===== src/rtl/echip_clkgen_prog.sv =====
// echip_clkgen_prog: programmable modulator/filter/serializer clock generator.
// A phase counter p runs 0..N-1. Every output is a registered decode of the
// *next* p, so each output changes on the same edge that loads that p.
// Ratio, gap, sclk phase and frame length live in shadow registers. The shadow
// registers follow the inputs while idle and reload only at period
// boundaries while running.
module echip_clkgen_prog #(
  parameter int CNT_W       = 6,
  parameter int DEC_W       = 8,
  parameter int DIV_DEFAULT = 16,
  parameter int GAP_DEFAULT = 1
) (
  input  logic             clk,
  input  logic             rstn,
  input  logic             enable,
  input  logic [CNT_W-1:0] div_ratio,
  input  logic [3:0]       nonoverlap,
  input  logic [CNT_W-1:0] sclk_phase,
  input  logic [DEC_W-1:0] dec_ratio,
  output logic             phi1,
  output logic             phi2,
  output logic             phi1F,
  output logic             sclk,
  output logic             frame_strobe,
  output logic             running
);

  typedef enum logic {
    ST_IDLE = 1'b0,
    ST_RUN  = 1'b1
  } state_t;

  localparam logic [CNT_W-1:0] N_MIN = CNT_W'(4);

  state_t           state, state_nxt;
  logic [CNT_W-1:0] p, p_nxt;
  logic [DEC_W-1:0] fcnt, f_nxt;

  // Shadow (currently applied) parameters, always held in clamped form.
  logic [CNT_W-1:0] n_sh, g_sh, s_sh;
  logic [DEC_W-1:0] d_sh;

  // Clamped versions of the live inputs.
  logic [CNT_W-1:0] n_in, h_in, g_in, s_in, gap_ext;
  logic [DEC_W-1:0] d_in;

  // Parameters that apply to the cycle being loaded.
  logic             wrap, load;
  logic [CNT_W-1:0] n_nx, h_nx, g_nx, s_nx;
  logic [DEC_W-1:0] d_nx;
  logic [CNT_W:0]   sclk_ofs;
  logic             run_dec;
  logic             phi1_nx, phi2_nx, phi1f_nx, sclk_nx, strobe_nx;

  // The state flop doubles as the running indicator.
  assign running = (state == ST_RUN);

  // Clamp the raw inputs: N >= 4, g <= H-1, S <= N-1, D >= 1.
  always_comb begin
    n_in    = (div_ratio < N_MIN) ? N_MIN : div_ratio;
    h_in    = n_in >> 1;
    gap_ext = CNT_W'(nonoverlap);
    g_in    = (gap_ext > (h_in - CNT_W'(1))) ? (h_in - CNT_W'(1)) : gap_ext;
    s_in    = (sclk_phase > (n_in - CNT_W'(1))) ? (n_in - CNT_W'(1)) : sclk_phase;
    d_in    = (dec_ratio == '0) ? DEC_W'(1) : dec_ratio;
  end

  // Next-state, next phase/frame count and next output decodes.
  always_comb begin
    state_nxt = state;
    p_nxt     = '0;
    f_nxt     = '0;
    run_dec   = 1'b0;

    wrap = (state == ST_RUN) && (p == (n_sh - CNT_W'(1)));
    load = (state == ST_IDLE) || wrap;

    n_nx = load ? n_in : n_sh;
    g_nx = load ? g_in : g_sh;
    s_nx = load ? s_in : s_sh;
    d_nx = load ? d_in : d_sh;
    h_nx = n_nx >> 1;

    case (state)
      ST_IDLE: begin
        if (enable) begin
          state_nxt = ST_RUN;
          run_dec   = 1'b1;
        end
      end
      ST_RUN: begin
        if (wrap) begin
          if (!enable) begin
            // Stop only at a period boundary; counters return to zero.
            state_nxt = ST_IDLE;
          end else begin
            run_dec = 1'b1;
            f_nxt   = (fcnt >= (d_nx - DEC_W'(1))) ? '0 : (fcnt + DEC_W'(1));
          end
        end else begin
          run_dec = 1'b1;
          p_nxt   = p + CNT_W'(1);
          f_nxt   = fcnt;
        end
      end
      default: state_nxt = ST_IDLE;
    endcase

    // Distance of p behind the sclk rising point, modulo N.
    if (p_nxt >= s_nx) sclk_ofs = {1'b0, p_nxt} - {1'b0, s_nx};
    else               sclk_ofs = {1'b0, p_nxt} + {1'b0, n_nx} - {1'b0, s_nx};

    phi1_nx   = run_dec && (p_nxt < (h_nx - g_nx));
    phi2_nx   = run_dec && (p_nxt >= h_nx) && (p_nxt < (n_nx - g_nx));
    phi1f_nx  = run_dec && (p_nxt < h_nx);
    sclk_nx   = run_dec && (sclk_ofs < {1'b0, h_nx});
    strobe_nx = run_dec && (p_nxt == '0) && (f_nxt == '0);
  end

  // State register.
  always_ff @(posedge clk or negedge rstn) begin
    if (!rstn) state <= ST_IDLE;
    else       state <= state_nxt;
  end

  // Shadow parameters: follow inputs while idle, reload only on wrap while running.
  always_ff @(posedge clk or negedge rstn) begin
    if (!rstn) begin
      n_sh <= CNT_W'(DIV_DEFAULT);
      g_sh <= CNT_W'(GAP_DEFAULT);
      s_sh <= '0;
      d_sh <= DEC_W'(1);
    end else if (load) begin
      n_sh <= n_in;
      g_sh <= g_in;
      s_sh <= s_in;
      d_sh <= d_in;
    end
  end

  // Phase/frame counters and registered clock outputs.
  always_ff @(posedge clk or negedge rstn) begin
    if (!rstn) begin
      p            <= '0;
      fcnt         <= '0;
      phi1         <= 1'b0;
      phi2         <= 1'b0;
      phi1F        <= 1'b0;
      sclk         <= 1'b0;
      frame_strobe <= 1'b0;
    end else begin
      p            <= p_nxt;
      fcnt         <= f_nxt;
      phi1         <= phi1_nx;
      phi2         <= phi2_nx;
      phi1F        <= phi1f_nx;
      sclk         <= sclk_nx;
      frame_strobe <= strobe_nx;
    end
  end

endmodule


===== config.mk =====
export PLATFORM = sky130hd
export DESIGN_NAME = echip_clkgen_prog
export DESIGN_NICKNAME = d
export VERILOG_FILES = /design/src/rtl/echip_clkgen_prog.sv
export SDC_FILE = /design/constraint.sdc
export NUM_CORES = 1
export LEC_CHECK = 0
export BUFFER_PORTS_ARGS = -buffer_cell sky130_fd_sc_hd__buf_2
export CORE_AREA = 2 2 81 99
export DETAILED_ROUTE_END_ITERATION = 8
export DIE_AREA = 0 0 83 101
export PLACE_DENSITY = 0.79
export SYNTH_ARGS = -nofsm -noshare
export SYNTH_HDL_FRONTEND = slang
export SYNTH_SLANG_ARGS = --single-unit

===== constraint.sdc =====
create_clock -name clk -period 5.89 [get_ports clk]
set_input_delay 0.2945 -clock clk [delete_from_list [all_inputs] [get_ports clk]]
set_output_delay 0.2945 -clock clk [all_outputs]
set_load 0.1 [all_outputs]

==> results of run 1 <==
registers in the layout (all words and copies together), names as in the netlist, 6 cells and up:
register and count:
fcnt 8, n_sh 6, s_sh 6, p 6, d_sh 8, g_sh 6
through the flow:
step / instance area, sq um / std cells / setup TNS, ps / setup WS (ps) / hold WS [ps]
global route: 5040 / 654 / -17.1 / -17.1 / 268
global placement: 4890 / 644 / 0 / 73.1 / 466
CTS: 4990 / 652 / 0 / 192 / 223
detailed placement: 4890 / 644 / -99.1 / -99.1 / 479
finish: 5040 / 654 / 0 / 243 / 185
floorplan: 4530 / 512 / 0 / 54.7 / -1.09
worst max-delay path, delay by kind of cell:
family	cells	cell delay [ps]
AO/OA/AOI/OAI	10	1550
multiplexers	2	510
adder cells (fa/ha/maj)	4	1110
buffers and inverters	5	620
AND/OR/NAND/NOR	11	1800
cell families after synthesis:
logic type	after synthesis
flops	46
mux	20
simple gates	144
fa+ha+maj	70
xor+xnor	39
compound gates	132
buf+inv	61
cells in the mapped netlist (5+ instances only):
| library cell | instances | area (sq um) |
|---|---|---|
| a21o_1 | 16 | 120 |
| a21oi_1 | 28 | 140 |
| and3_1 | 8 | 50.1 |
| clkbuf_1 | 6 | 22.5 |
| dfrtp_1 | 43 | 1080 |
| fa_1 | 5 | 100 |
| ha_1 | 65 | 813 |
| inv_1 | 47 | 176 |
| mux2i_1 | 14 | 140 |
| nand2_1 | 44 | 165 |
| nand2b_1 | 9 | 56.3 |
| nand3_1 | 13 | 65.1 |
| nor2_1 | 31 | 116 |
| nor3_1 | 5 | 25.0 |
| nor3b_1 | 5 | 37.5 |
| o21a_1 | 9 | 67.6 |
| o21ai_0 | 26 | 130 |
| o21ai_1 | 8 | 40.0 |
| o31ai_1 | 6 | 45.0 |
| xnor2_1 | 18 | 158 |
| xor2_1 | 21 | 184 |
area by class of cell:
cell class                 instances  area, sq um  share of cell area, %
clock inverter                     2         12.5                  0.248
clock buffer                       6         82.6                   1.64
timing repair buffer              56          340                   6.76
sequential                        46         1150                   22.9
multi-input combinational        405         3150                   62.6
tap                               92          115                   2.29
inverter                          47          176                   3.50
worst max-delay path by stage:
stage / start / end / slack (ps) / depth (start not counted)
after floorplan: div_ratio[4] / sclk / 50 / 29
after global placement: div_ratio[5] / sclk / 70 / 29
after detailed placement: div_ratio[5] / sclk / -100 / 29
after CTS: div_ratio[5] / sclk / 190 / 29
after global routing: div_ratio[5] / sclk / -20 / 29
final: div_ratio[5] / sclk / 240 / 32
what timing repair did:
action | in CTS | in global routing
endpoints found under the setup margin | 0 | 1
hold buffers | 0 | 0
resized for setup | 0 | 10
setup buffers | 0 | 2
hold endpoints to repair | 0 | 0
layer usage:
metal / vias up / wire (microns)
li1: 1923 / -
met2: 100 / 5890
met3: 23 / 464
met1: 1922 / 4410
met5: - / 0
met4: 0 / 323
==> impl_metrics.ini, run 1 <==
[placement]
portBuffers = 32
place_congestion = 0.907
dpl.hpwl_microns = 8740

[yosys]
syn-mean-instance-area_sq_um = 8.80
ys_seq_area_share_pct = 25.6
synth_mux_area_share_pct = 4.86
synth_edf_count = 0
async_flop_share_pct = 100
synth_top_family_by_area = adder cells
yosys_warnings = 0
yosys.area_share.simple_pct = 16.7
synthCells = 512
synthAdderAreaFrac_pct = 20.3
ys_seq_elements = 46
synth_compound_area_share_pct = 19.4
synth_area_sq_um = 4510
synth_xor_area_share_pct = 7.58
synth.net_count = 609
synth_cell_types = 72
synth_top_flop_cell = dfrtp_1

[detailed_routing]
drtPass1Iterations = 6
vias = 3968
via_per_inst = 6.07
post-route-drc-count = 0
drt_iter0_markers = 245
routed_wl_microns = 11100
wl_per_cell_microns = 16.9
ant_nets = 0

[cts]
clkTransAtPathRegs_ps = 100
cts_tree = built
root_buffer = clkbuf_8
clk_latency_ps = 310
cts_made_buffers = 5
cts-htree-levels = 2
clk_path_buf_depth = 2
cts.sinks = 46

[layout]
nets = 658
num_antenna_cells = 0
area_delta_synth_final_pct = 11.7
layout-drive-gt1-share_pct = 17.8
final_cell_mix = ha_1 (64), inv_1 (47), nand2_1 (43), dfrtp_1 (43), buf_2 (32)
final_core_util_pct = 67.3
fillers = 620
final_common_cell = ha_1

[sta]
min_period_over_period_pct = 95.9
tightestPinTransition_ps = 1090
max_freq_mhz = 177
setup_viol = 0
timing_hold_violations_final = 0
min_period_ps = 5650
slew_headroom_pct = 27.3
slew_viol_final = 0
fin_skew_ps = 9.50

[critical_path]
cp-end-kind = register
cp_slowest_stage_delay_ps = 680
timing.rr.start = n_sh[0]
reg2reg_to = sclk
critPathArrivalTime_ps = 5880
worstPathRequired_ps = 6130
cpMaxStageDelayCell = or4_2
cp-start-kind = primary input
crit_top_cell = nand2_1
r2r_slack_ps = 750
rr_worst_depth = 23
crit_type = primary input to register
critPathMaxFanout = 6

[floorplan]
ios = 33
initial_core_util_pct = 60.2
die_y_microns = 101
die_area_sq_um = 8380
fp-row-count = 35
die_x_microns = 83
design.core.area_sq_um = 7490

[grt]
grtUsageMet2_pct = 51.8
antenna_found_initial = 0
grt-busiest-layer = met2
grt_pass1_wl_microns = 18300
grt_start_max_net_pins = 47
grt_use_total_pct = 27.1
overflow = 0
met1_usage_pct = 30.4
grt_use_met3_pct = 4.26
grt_pass1_vias = 4028

[job]
max_cap_violations = 0

[min_path]
hold_class = primary input to asynchronous set/reset pin

[run_status]
outcome = finished clean
Power of run 1 is not shown: default switching activity piles up to over one toggle a cycle in this logic, so the estimate is an artifact.
==> run 2, diff against run 1 <==
- CORE_AREA: 2 2 81 99 -> 2 2 126 153
- DIE_AREA: 0 0 83 101 -> 0 0 128 155
- PLACE_DENSITY: 0.79 -> 0.38
==> run 2 against run 1 <==
- wire length increased by 18%
- sequential cell count unchanged
- clock skew decreased by 5.9 ps
- critical endpoint unchanged
- register-to-register slack about the same
- maximum frequency increased by 2.0%
- non-clock buffer count increased by 11
==> impl_metrics.ini, run 2 (synthesis results as in run 1) <==
[run_status]
outcome = finished clean

[layout]
fillers = 1977
final_cell_count_no_fill = 801
nets = 669
seq_area_sq_um = 1150
layout-drive-gt1-share_pct = 19.4
final_common_cell = ha_1
area_delta_synth_final_pct = 19.2
largest_registers = d_sh: 8 flops, fcnt: 8 flops
multiInputGateArea_sq_um = 3170
num_antenna_cells = 0
final_cell_mix = ha_1 (64), inv_1 (47), nand2_1 (43), dfrtp_1 (43), buf_4 (35)

[placement]
place_congestion = 0.820
dpl.hpwl_microns = 10500
dp_slack_ps = -126
portBuffers = 32
dp_cells = 792

[job]
max_cap_violations = 0

[critical_path]
critPathArrivalTime_ps = 5760
cp-end-kind = register
cpMaxStageDelayCell = or4_2
worstPathRequired_ps = 6110
crit_type = primary input to register
critPathMaxFanout = 5
cp_slowest_stage_delay_ps = 690
crit_top_cell = ha_1
cp-start-kind = primary input

[sta]
timing_hold_violations_final = 0
whs_ps = 99.7
slew_headroom_pct = 38.9
min_period_over_period_pct = 94.0
max_freq_mhz = 181
slew_viol_final = 0
min_period_ps = 5540
tightestPinTransition_ps = 913
setup_tns_ps = 0
fin_skew_ps = 3.63
setup_ws_ps = 352
setup_viol = 0

[floorplan]
design.core.area_sq_um = 18400
die_x_microns = 128
initial_core_util_pct = 24.4
fp-row-count = 55
die_area_sq_um = 19800
die_y_microns = 155
ios = 33

[detailed_routing]
vias = 3847
post-route-drc-count = 0
wl_met3_microns = 310
dr_wl_met2_microns = 6820
drtPass1Iterations = 4
met1_length_microns = 5660
wl_per_cell_microns = 16.3
routed_wl_microns = 13100
via_per_inst = 4.80
ant_nets = 0
top_layer_used = met4
drt_iter0_markers = 149

[cts]
hold_buffers = 0
clk_latency_ps = 300
root_buffer = clkbuf_16
cts.sinks = 46
cts_tree = built
cts-htree-levels = 2
clk_path_buf_depth = 2
clkTransAtPathRegs_ps = 70
cts_made_buffers = 5

[grt]
grt_use_total_pct = 13.7
grt_pass1_wl_microns = 21100
grt_pass1_vias = 4104
overflow = 0
antenna_found_initial = 0
grt_start_max_net_pins = 47

[min_path]
hold_class = primary input to asynchronous set/reset pin
-- run 2: changes by cell type in the layout (fill, tap and decap cells not counted), sizes merged --
cell	change
buf	+11
bufinv	+1
clkinv	-1
-- run 2: path summary, 6_finish.rpt --
kind	from	to	slack (ps)	cells past startpoint
setup / recovery	div_ratio[5]	sclk	350	29
hold / removal	rstn	d_sh[3]	100	2
setup reg to reg	n_sh[0]	frame_strobe	760	19
hold reg to reg	d_sh[7]	d_sh[7]	480	2
max in group asynchronous	rstn	g_sh[5]	5350	2
min in group clk	dec_ratio[7]	d_sh[7]	260	3
-- run 2: cell type report --
cell class	count	share of cell area [%]
Tap cell	228	5.31
Sequential cell	46	21.5
Multi-Input combinational cell	405	58.9
Inverter	47	3.28
Clock inverter	2	0.699
Timing Repair Buffer	67	7.87
Clock buffer	6	2.40
-- run 2: per-layer routing --
layer | global-route usage [%] | vias up
met5 | 0 | -
met4 | 4.87 | 0
met3 | 2.30 | 16
met2 | 25.3 | 55
met1 | 15.9 | 1829
li1 | - | 1947
-- run 2: critical path, delay by kind of cell --
family                     cells  cell delay [ps]
muxes                          2              500
buffers and inverters          3              250
adders and majority gates      5             1530
AOI/OAI and AO/OA             12             1720
xor gates and xnor gates       1               80
and+or+nand+nor                6             1370
-- run 2: repair_timing --
action / 4_1_cts / 5_1_grt
gates resized for setup: 0 / 12
buffers inserted: 0 / 1
endpoints found under the setup margin: 0 / 1
-- run 2: metrics by stage --
stage                     utilization [%]  instance area, sq um
final                                29.1                  5370
after global routing                 29.1                  5370
after CTS                            28.9                  5330
after detailed placement             28.0                  5160
after global placement               28.0                  5160
after floorplan                         -                  4530
Power of run 2 is left out for the same reason.
